**src/rtl/uart_receiver.sv**
```systemverilog
// uart_receiver: 8-bit UART receiver with a 2-flop rx synchronizer and mid-bit sampling.
// Optional even-parity bit between bit 7 and stop, enabled by defining UART_RX_PARITY_EN.
module uart_receiver #(
  parameter int CLKS_PER_BIT = 10417
) (
  input  logic       clk,
  input  logic       rst_n,
  input  logic       rx,
  output logic [7:0] data,
  output logic       valid,
  output logic       frame_err,
  output logic       parity_err,
  output logic       busy,
  output logic [2:0] o_dbg_state
);

  localparam int               CNT_W    = $clog2(CLKS_PER_BIT);
  localparam logic [CNT_W-1:0] CNT_MAX  = CNT_W'(CLKS_PER_BIT - 1);
  localparam logic [CNT_W-1:0] CNT_HALF = CNT_W'((CLKS_PER_BIT - 1) / 2);

  typedef enum logic [2:0] {
    S_IDLE      = 3'd0,
    S_START     = 3'd1,
    S_DATA      = 3'd2,
`ifdef UART_RX_PARITY_EN
    S_PARITY    = 3'd3,
`endif
    S_STOP      = 3'd4,
    S_WAIT_IDLE = 3'd5
  } state_t;

  state_t           r_state;
  state_t           w_state_nxt;
  logic             r_rx_meta;
  logic             r_rx_sync;
  logic             r_rx_prev;
  logic [CNT_W-1:0] r_cnt;
  logic [CNT_W-1:0] w_cnt_nxt;
  logic [2:0]       r_bit;
  logic [2:0]       w_bit_nxt;
  logic [7:0]       r_shift;
  logic [7:0]       w_shift_nxt;
  logic [7:0]       r_data;
  logic             r_valid;
  logic             r_frame_err;
  logic             w_load;
  logic             w_ferr;
  logic             w_rx_fall;
  logic             w_cnt_max;
  logic             w_cnt_half;
`ifdef UART_RX_PARITY_EN
  logic             r_par;
  logic             w_par_nxt;
  logic             r_parity_err;
  logic             w_perr;
  logic             w_par_bad;
`endif

  // Synchronizer flops idle high so reset never looks like a start edge.
  always_ff @(posedge clk or negedge rst_n) begin
    if (!rst_n) begin
      r_rx_meta <= 1'b1;
      r_rx_sync <= 1'b1;
      r_rx_prev <= 1'b1;
    end else begin
      r_rx_meta <= rx;
      r_rx_sync <= r_rx_meta;
      r_rx_prev <= r_rx_sync;
    end
  end

  assign w_rx_fall  = r_rx_prev & ~r_rx_sync;
  assign w_cnt_max  = (r_cnt == CNT_MAX);
  assign w_cnt_half = (r_cnt == CNT_HALF);
`ifdef UART_RX_PARITY_EN
  assign w_par_bad  = r_par ^ (^r_shift);
`endif

  always_ff @(posedge clk or negedge rst_n) begin
    if (!rst_n) begin
      r_state <= S_IDLE;
      r_cnt   <= '0;
      r_bit   <= 3'd0;
      r_shift <= 8'h00;
`ifdef UART_RX_PARITY_EN
      r_par   <= 1'b0;
`endif
    end else begin
      r_state <= w_state_nxt;
      r_cnt   <= w_cnt_nxt;
      r_bit   <= w_bit_nxt;
      r_shift <= w_shift_nxt;
`ifdef UART_RX_PARITY_EN
      r_par   <= w_par_nxt;
`endif
    end
  end

  always_comb begin
    w_state_nxt = r_state;
    w_cnt_nxt   = r_cnt;
    w_bit_nxt   = r_bit;
    w_shift_nxt = r_shift;
    w_load      = 1'b0;
    w_ferr      = 1'b0;
`ifdef UART_RX_PARITY_EN
    w_par_nxt   = r_par;
    w_perr      = 1'b0;
`endif
    case (r_state)
      S_IDLE: begin
        if (w_rx_fall) begin
          w_cnt_nxt   = '0;
          w_state_nxt = S_START;
        end
      end
      S_START: begin
        if (w_cnt_half) begin
          if (r_rx_sync) begin
            w_state_nxt = S_IDLE;
          end else begin
            w_cnt_nxt   = '0;
            w_state_nxt = S_DATA;
          end
        end else begin
          w_cnt_nxt = r_cnt + 1'b1;
        end
      end
      S_DATA: begin
        if (w_cnt_max) begin
          w_cnt_nxt   = '0;
          w_shift_nxt = {r_rx_sync, r_shift[7:1]};
          w_bit_nxt   = r_bit + 1'b1;
          if (r_bit == 3'd7) begin
`ifdef UART_RX_PARITY_EN
            w_state_nxt = S_PARITY;
`else
            w_state_nxt = S_STOP;
`endif
          end
        end else begin
          w_cnt_nxt = r_cnt + 1'b1;
        end
      end
`ifdef UART_RX_PARITY_EN
      S_PARITY: begin
        if (w_cnt_max) begin
          w_cnt_nxt   = '0;
          w_par_nxt   = r_rx_sync;
          w_state_nxt = S_STOP;
        end else begin
          w_cnt_nxt = r_cnt + 1'b1;
        end
      end
`endif
      S_STOP: begin
        if (w_cnt_max) begin
          w_cnt_nxt = '0;
          if (r_rx_sync) begin
`ifdef UART_RX_PARITY_EN
            w_perr = w_par_bad;
            w_load = ~w_par_bad;
`else
            w_load = 1'b1;
`endif
            w_state_nxt = S_IDLE;
          end else begin
            w_ferr      = 1'b1;
            w_state_nxt = S_WAIT_IDLE;
          end
        end else begin
          w_cnt_nxt = r_cnt + 1'b1;
        end
      end
      // A held-low line parks here so a break yields a single frame_err.
      S_WAIT_IDLE: begin
        if (r_rx_sync) begin
          w_state_nxt = S_IDLE;
        end
      end
      default: begin
        w_state_nxt = S_IDLE;
      end
    endcase
  end

  // valid, frame_err and parity_err are one-cycle strobes with no backpressure;
  // data is only rewritten together with valid and holds otherwise.
  always_ff @(posedge clk or negedge rst_n) begin
    if (!rst_n) begin
      r_data      <= 8'h00;
      r_valid     <= 1'b0;
      r_frame_err <= 1'b0;
    end else begin
      r_valid     <= w_load;
      r_frame_err <= w_ferr;
      if (w_load) begin
        r_data <= r_shift;
      end
    end
  end

`ifdef UART_RX_PARITY_EN
  always_ff @(posedge clk or negedge rst_n) begin
    if (!rst_n) begin
      r_parity_err <= 1'b0;
    end else begin
      r_parity_err <= w_perr;
    end
  end
  assign parity_err = r_parity_err;
`else
  assign parity_err = 1'b0;
`endif

  assign data        = r_data;
  assign valid       = r_valid;
  assign frame_err   = r_frame_err;
  assign busy        = (r_state != S_IDLE);
  assign o_dbg_state = r_state;

endmodule

```
**config.mk**
```make
export PLATFORM = sky130hd
export DESIGN_NAME = uart_receiver
export DESIGN_NICKNAME = d
export VERILOG_FILES = /design/src/rtl/uart_receiver.sv
export SDC_FILE = /design/constraint.sdc
export NUM_CORES = 1
export LEC_CHECK = 0
export ABC_AREA = 1
export CORE_MARGIN = 2
export CORE_UTILIZATION = 55
export DETAILED_ROUTE_END_ITERATION = 8
export GPL_TIMING_DRIVEN = 1
export PLACE_DENSITY = 0.76
export SLEW_MARGIN = 20
export SYNTH_ARGS = -nofsm -noshare
export SYNTH_HDL_FRONTEND = slang
export SYNTH_SLANG_ARGS = --single-unit
```
**constraint.sdc**
```tcl
create_clock -name clk -period 3.8 [get_ports clk]
set_input_delay 1.14 -clock clk [delete_from_list [all_inputs] [get_ports clk]]
set_output_delay 1.14 -clock clk [all_outputs]
set_load 0.05 [all_outputs]
```
==> results of run 1 <==
-- synth_stat cells, drive strengths merged --
| library cell | number |
|---|---|
| nand2 | 100 |
| xor2 | 6 |
| clkinv | 1 |
| nor2 | 40 |
| o21ai | 19 |
| ha | 4 |
| nand4 | 6 |
| buf | 6 |
| nand3 | 20 |
| dfstp | 3 |
| a21oi | 2 |
| inv | 30 |
| dfrtp | 38 |
| conb | 1 |
-- stage by stage --
| stage | hold slack [ns] | power, mW | setup WS (ns) | instance area [um2] | util, % |
|---|---|---|---|---|---|
| 5_1_grt | 0.367 | 1.50 | 0.865 | 2500 | 63.1 |
| 6_report | 0.361 | 1.41 | 0.944 | 2500 | 63.1 |
| 3_3_place_gp | 0.349 | 1.07 | 1.29 | 2390 | 60.3 |
| 4_1_cts | 0.362 | 1.42 | 0.948 | 2500 | 63.1 |
| 2_1_floorplan | 0.345 | 0.992 | 1.45 | 2240 | - |
| 3_5_place_dp | 0.347 | 1.08 | 1.28 | 2390 | 60.3 |
-- cells by family (layout without fill, tap and decap cells) --
group,count (synthesis),in the layout,share of synthesized area [%]
other cells,1,1,0.167
buf+inv,37,55,8.25
flops,41,41,45.9
simple gates,166,166,34.8
compound gates,21,21,6.02
xor+xnor,6,6,2.68
fa+ha+maj,4,4,2.23
-- state kept, by name, summed over array words and instances, names as in the netlist --
signal       flops
r_rx_prev        1
frame_err        1
r_shift          8
o_dbg_state      3
r_rx_meta        1
r_rx_sync        1
valid            1
r_cnt           14
r_bit            3
data             8
-- worst min path at each step --
stage	cells past startpoint	startpoint	slack (ns)	endpoint
2_1_floorplan	0	r_rx_meta	0.35	r_rx_sync
3_5_place_dp	0	r_rx_meta	0.35	r_rx_sync
5_1_grt	0	r_rx_meta	0.37	r_rx_sync
3_3_place_gp	0	r_rx_meta	0.35	r_rx_sync
6_report	0	r_rx_meta	0.36	r_rx_sync
4_1_cts	0	r_rx_meta	0.36	r_rx_sync
-- cell usage in the layout (no fill, tap or decap) --
cell type and instances:
sky130_fd_sc_hd__nand2_1 87, sky130_fd_sc_hd__nand3_1 20, sky130_fd_sc_hd__nand4_1 5, sky130_fd_sc_hd__nor2_4 4
sky130_fd_sc_hd__bufinv_16 1, sky130_fd_sc_hd__dfrtp_1 38, sky130_fd_sc_hd__nor2_2 4, sky130_fd_sc_hd__nor2_1 32
sky130_fd_sc_hd__o21ai_0 11, sky130_fd_sc_hd__xor2_1 5, sky130_fd_sc_hd__buf_2 1, sky130_fd_sc_hd__dfstp_2 3
sky130_fd_sc_hd__inv_2 1, sky130_fd_sc_hd__nand2_2 7, sky130_fd_sc_hd__inv_1 29, sky130_fd_sc_hd__nand2_4 6
sky130_fd_sc_hd__clkinv_4 1, sky130_fd_sc_hd__clkbuf_1 1, sky130_fd_sc_hd__a21oi_1 2, sky130_fd_sc_hd__conb_1 1
sky130_fd_sc_hd__clkinv_1 1, sky130_fd_sc_hd__nand4_4 1, sky130_fd_sc_hd__o21ai_2 8, sky130_fd_sc_hd__clkbuf_8 5
sky130_fd_sc_hd__clkdlybuf4s50_1 15, sky130_fd_sc_hd__xor2_2 1, sky130_fd_sc_hd__ha_1 4
-- power by group --
| group | total (mW) | leakage [nW] | internal, mW | switching, mW |
|---|---|---|---|---|
| Sequential | 0.499 | 0.559 | 0.463 | 0.0359 |
| Combinational | 0.569 | 0.611 | 0.160 | 0.408 |
| Clock | 0.345 | 0.0554 | 0.197 | 0.148 |
-- metal layers --
layer	global-route usage (%)	share of wire, %
met3	4.93	2.7
met4	7.00	1.5
met5	0	0
met1	24.6	48
met2	32.4	48
-- cell type report --
class / count / area, um2 / share of cell area, %
multi-input combinational: 198 / 1030 / 41.1
inverter: 31 / 116 / 4.65
clock buffer: 6 / 72.6 / 2.90
timing repair buffer: 16 / 155 / 6.19
tap: 50 / 62.6 / 2.50
sequential: 41 / 1030 / 41.1
clock inverter: 2 / 38.8 / 1.55
-- worst max-delay path, cell delays in order (launching register included) --
cell and delay [ns]:
sky130_fd_sc_hd__dfrtp_1 0.44, sky130_fd_sc_hd__inv_1 0.11, sky130_fd_sc_hd__nand2_1 0.08, sky130_fd_sc_hd__clkdlybuf4s50_1 0.79
==> metrics.log, run 1 <==
[metrics] status: completed
[metrics] number of filler cells placed in the layout: 350
[metrics] number of H-tree levels: 2
[metrics] Top-Level Pins: 18
[metrics] Skew-Pair Late Insertion Delay: 0.29 ns
[metrics] Worst R2R Start: r_cnt[0]
[metrics] first-pass GRT wire length: 6610 um
[metrics] count of warnings emitted by yosys: 0
[metrics] CTS tree: yes
[metrics] Placement Rows: 23
[metrics] worst-case reg-to-reg path depth: 11
[metrics] final routed DRC violation total: 0
[metrics] HP Class: flip-flop to flip-flop
[metrics] number of antenna violations at the first check in global routing: 0
[metrics] synthesized netlist cell count: around 280
[metrics] Critical Path Source Type: flip-flop
[metrics] Synth area leader: sky130_fd_sc_hd__dfrtp_1
[metrics] # placed instances: 336
[metrics] Worst Max-Slew Pin Slew: roughly 0.86 ns
[metrics] global-route usage over all layers: 19.4%
[metrics] Yosys top cell area share: 42.4%
[metrics] highest net fanout along the worst path: 7
[metrics] maximum ir drop on the vdd rail: 0.350 mV
[metrics] DIE HEIGHT: 67.9 um
[metrics] core region area: 3970 um2
[metrics] final number of setup-violating endpoints: 0
[metrics] # nets final: 300
[metrics] mean instance size in the synthesized netlist: 8.13 um2
[metrics] Total Routed Length: ~3900 um
[metrics] Critical Setup Path Class: flip-flop to output pin
[metrics] layout cells sized above 1: 14.6%
[metrics] standby leakage power: 1.22 nW
[metrics] number of DRC markers in iteration 0: 96
[metrics] count of cells resized by post-cts repair: 0
[metrics] syn_nets: 283
[metrics] Synth cell types: 24
[metrics] library cell used as clock root buffer: sky130_fd_sc_hd__clkbuf_8
[metrics] power density over the cells: 564 nW/um2
[metrics] period utilization: 75.2%
[metrics] data arrival time of the critical path: 1.72 ns
[metrics] total negative slack for setup checks: 0 ns
[metrics] final standard cell count with taps included and fillers excluded: 344
[metrics] cells taking the most area after synthesis: sky130_fd_sc_hd__dfrtp_1 (42%), sky130_fd_sc_hd__nand2_1 (15%), sky130_fd_sc_hd__nor2_1 (5.4%), sky130_fd_sc_hd__inv_1 (4.8%), sky130_fd_sc_hd__nand3_1 (4.5%)
[metrics] via count of the first global-routing pass: 1547
[metrics] hold violation total from the final report: 0
[metrics] final max-slew violation count: 0
[metrics] 1st-pass router iterations: 4
[metrics] hold buffer count at cts: 0
[metrics] unrepaired setup endpoints after global routing: false
[metrics] achievable clock frequency: 350 MHz
[metrics] global placement routability congestion: between 0.8 and 0.9
[metrics] initial cell density of the core: 56.5%
[metrics] maximum root-to-sink buffer count: 2
[metrics] share of the yosys chip area belonging to registers: 45.9%
[metrics] post-route antenna net violation count: 0
[metrics] drt wl/cell: ~11 um
[metrics] Clock Skew: 0.00255 ns
[metrics] total setup buffers inserted after CTS: 0
[metrics] post-synthesis instance area: 2240 um2
[metrics] CTS sink cnt: 41
[metrics] Layout area overhead: 11.6%
[metrics] critical path capture point type: output pin
[metrics] number of CTS-inserted buffers: 5
[metrics] RR Endpoint: r_bit[1]
[metrics] HPWL reported at the end of detailed placement: 2720 um
[metrics] end of the critical path: busy
[metrics] setup slack, reg-to-reg: 2.03 ns
[metrics] number of buffers inserted by port buffering: 16
[metrics] Die Area: 4610 um2
[metrics] number of maximum-capacitance constraint violations: 0
[metrics] Synth Register Bits: 41
[metrics] Max-slew headroom: a little over two fifths
[metrics] pin count of the biggest net entering global routing: 42
[metrics] launch point of the worst path: o_dbg_state[2]
[metrics] # diodes: 0
[metrics] DR vias: 1666
[metrics] Overflow after GRT: 0
[metrics] clock-pin slew of the registers on the worst-case setup and hold paths: 0.08 ns
[metrics] drt via density: 4.84
[metrics] chip width: 67.9 um
[metrics] minimum clock period: around 2.9 ns
[metrics] critical path data required time: 2.66 ns
No activity file was read; power rests on OpenSTA's default activity.
==> run 2, diff against run 1 <==
Settings changed: CORE_UTILIZATION 55 to 52, PLACE_DENSITY 0.76 to 0.75.
Clock period 3.8 ns to 2.6 ns, I/O delays scaled along.
==> metrics.log, run 2 (synthesized netlist as in run 1, its figures left out) <==
[metrics] status: completed
[metrics] highest routed metal layer: met4
[metrics] Placement Rows: 23 (unchanged)
[metrics] drt wl/cell: 11.3 um (-0.53%)
[metrics] Max-slew headroom: 65.6% (+23 points)
[metrics] hold violation total from the final report: 0 (unchanged)
[metrics] post-route antenna net violation count: 0 (unchanged)
[metrics] number of buffers inserted by port buffering: 16 (unchanged)
[metrics] via count of the first global-routing pass: 1553 (+0.39%)
[metrics] global placement routability congestion: 0.852 (-1.7%)
[metrics] Worst Max-Slew Pin Slew: 0.514 ns (-0.350 ns)
[metrics] final number of setup-violating endpoints: 0 (unchanged)
[metrics] Total Routed Length: 3900 um (about the same)
[metrics] layout cells sized above 1: 15.2% (+0.58 points)
[metrics] critical path capture point type: output pin
[metrics] standby leakage power: 1.22 nW (about the same)
[metrics] max FFs per register: 14 (unchanged)
[metrics] Critical Setup Path Class: flip-flop to output pin
[metrics] Worst R2R Start: r_cnt[0]
[metrics] commonest non-fill, non-tap cell in the layout: sky130_fd_sc_hd__nand2_1
[metrics] number of DRC markers in iteration 0: 88 (-8.3%)
[metrics] cells along the critical path: clkdlybuf4s50_1
[metrics] Layout area overhead: 11.3%
[metrics] met2 WL post-DR: 1810 um (-3.0%)
[metrics] total power: 1.96 mW (+39%)
[metrics] setup slack, reg-to-reg: 0.87 ns (-1.16 ns)
[metrics] clock share of power: 20.9% (-3.5 points)
[metrics] Buffers & Inverters on Critical Path: 1 (-1)
[metrics] routed length on met1: 1930 um (+3.0%)
[metrics] met3 wire len: 105 um (-1.9%)
[metrics] CTS tree: yes
[metrics] global-route usage over all layers: 17.3% (-2.2 points)
[metrics] peak per-stage delay on the critical path: 0.84 ns (+0.05 ns)
[metrics] part of the power in registers: 37.2% (+1.9 points)
[metrics] combinational power share: 41.9% (+1.6 points)
[metrics] clock-pin slew of the registers on the worst-case setup and hold paths: 0.08 ns (about the same)
[metrics] post-route design area: 2500 um2 (-0.25%)
[metrics] minimum clock period: 2.38 ns
[metrics] chip width: 69.7 um (+2.7%)
[metrics] number of antenna violations at the first check in global routing: 0 (unchanged)
[metrics] RR Endpoint: r_bit[1]
[metrics] end of the critical path: o_dbg_state[1]
[metrics] # nets final: 302 (+0.67%)
[metrics] final max-slew violation count: 0 (unchanged)
[metrics] initial cell density of the core: 54.9% (-1.6 points)
[metrics] library cell used as clock root buffer: sky130_fd_sc_hd__clkbuf_8
[metrics] highest net fanout along the worst path: 6 (-1)
[metrics] area of placed instances: 2410 um2 (+0.63%)
[metrics] cell-internal power: 1.10 mW (+34%)
[metrics] Clock Skew: 0.00336 ns (+0.000816 ns)
[metrics] worst-case reg-to-reg path depth: 11 (unchanged)
[metrics] total negative slack for setup checks: 0 ns (unchanged)
[metrics] number of CTS-inserted buffers: 5 (unchanged)
[metrics] drt via density: 4.90 (+1.2%)
[metrics] delay-heaviest family, CP: buffers and inverters
[metrics] unrepaired setup endpoints after global routing: false
[metrics] period utilization: 91.6%
[metrics] Top-Level Pins: 18 (unchanged)
[metrics] # diodes: 0 (unchanged)
[metrics] logic depth of the worst path, buffers included: 1 (-2)
[metrics] commonest cells after routing, fill and taps aside: sky130_fd_sc_hd__nand2_1 (87), sky130_fd_sc_hd__dfrtp_1 (38), sky130_fd_sc_hd__nor2_1 (32)
[metrics] Overflow after GRT: 0 (unchanged)
[metrics] launch point of the worst path: o_dbg_state[1]
[metrics] Skew-Pair Late Insertion Delay: 0.29 ns (about the same)
[metrics] Die Area: 4860 um2 (+5.4%)
[metrics] core region area: 4090 um2 (+2.9%)
[metrics] HP Class: flip-flop to flip-flop
[metrics] final routed DRC violation total: 0 (unchanged)
[metrics] net load switching power: 0.859 mW (+45%)
[metrics] power density over the cells: 784 nW/um2 (+39%)
[metrics] achievable clock frequency: 420 MHz
[metrics] data arrival time of the critical path: 1.60 ns (-0.12 ns)
[metrics] maximum root-to-sink buffer count: 2 (unchanged)
[metrics] switching part of the total power: 43.9% (+2.0 points)
[metrics] pin count of the biggest net entering global routing: 21 (-50%)
[metrics] maximum ir drop on the vdd rail: 0.468 mV (+34%)
[metrics] Critical Path Source Type: flip-flop
[metrics] number of H-tree levels: 2 (unchanged)
[metrics] critical path data required time: 1.82 ns (-0.84 ns)
[metrics] critical path's slowest cell: sky130_fd_sc_hd__clkdlybuf4s50_1
[metrics] DR vias: 1696 (+1.8%)
[metrics] 1st-pass router iterations: 4 (unchanged)
[metrics] CTS sink cnt: 41 (unchanged)
[metrics] number of maximum-capacitance constraint violations: 0 (unchanged)
[metrics] HPWL reported at the end of detailed placement: 2840 um (+4.6%)
[metrics] DIE HEIGHT: 69.7 um (+2.7%)
[metrics] first-pass GRT wire length: 6820 um (+3.1%)
[metrics] top register by number of flip-flops: r_cnt
run 2: cell types whose count changed in the layout (fill, tap and decap cells not counted):
cell                              previous run  this run
sky130_fd_sc_hd__clkdlybuf4s50_1            15        14
sky130_fd_sc_hd__buf_4                       0         2
sky130_fd_sc_hd__bufinv_16                   1         0
sky130_fd_sc_hd__clkinvlp_4                  0         2
sky130_fd_sc_hd__dlymetal6s2s_1              0         1
sky130_fd_sc_hd__clkinv_4                    1         0
run 2: how the worst min path moves through the flow:
| stage | start | end | slack [ns] | cells after the start |
|---|---|---|---|---|
| final | r_rx_meta | r_rx_sync | 0.36 | 0 |
| after global routing | r_rx_meta | r_rx_sync | 0.36 | 0 |
| after CTS | r_rx_meta | r_rx_sync | 0.36 | 0 |
| after detailed placement | r_rx_meta | r_rx_sync | 0.35 | 0 |
| after global placement | r_rx_meta | r_rx_sync | 0.35 | 0 |
| after floorplan | r_rx_meta | r_rx_sync | 0.35 | 0 |
run 2: power groups by stage:
stage	Clock, mW	Combinational [mW]	Sequential [mW]
after floorplan	0	0.646	0.803
after global placement	0	0.820	0.738
after detailed placement	0	0.827	0.741
after CTS	0.426	0.828	0.728
after global routing	0.450	0.897	0.737
final	0.409	0.821	0.728
run 2: per-layer routing:
| metal | vias to the layer above | track usage (%) |
|---|---|---|
| met3 | 6 | 4.36 |
| li1 | 887 | - |
| met5 | - | 0 |
| met1 | 781 | 23.6 |
| met2 | 22 | 26.9 |
| met4 | 0 | 5.77 |
run 2: layout make-up:
| cell class | count | area [um2] |
|---|---|---|
| Sequential cell | 41 | 1030 |
| Inverter | 31 | 116 |
| Clock buffer | 6 | 72.6 |
| Timing Repair Buffer | 18 | 173 |
| Fill cell | 341 | 1590 |
| Multi-Input combinational cell | 198 | 1030 |
| Tap cell | 50 | 62.6 |
| Clock inverter | 2 | 15.0 |
run 2: repair_timing:
item                                    CTS  global route
hold buffers                              0             0
buffers inserted                          0             0
gates resized for setup                   0             1
endpoints found under the setup margin    0             1
run 2: stage by stage:
step | util (%) | hold slack, ns | setup slack (ns) | cells
after floorplan | - | 0.345 | 0.606 | 276
final | 61.1 | 0.358 | 0.219 | 346
after global routing | 61.1 | 0.363 | 0.145 | 346
after CTS | 61.1 | 0.360 | 0.0832 | 346
after detailed placement | 58.9 | 0.349 | 0.408 | 338
after global placement | 58.9 | 0.348 | 0.444 | 338
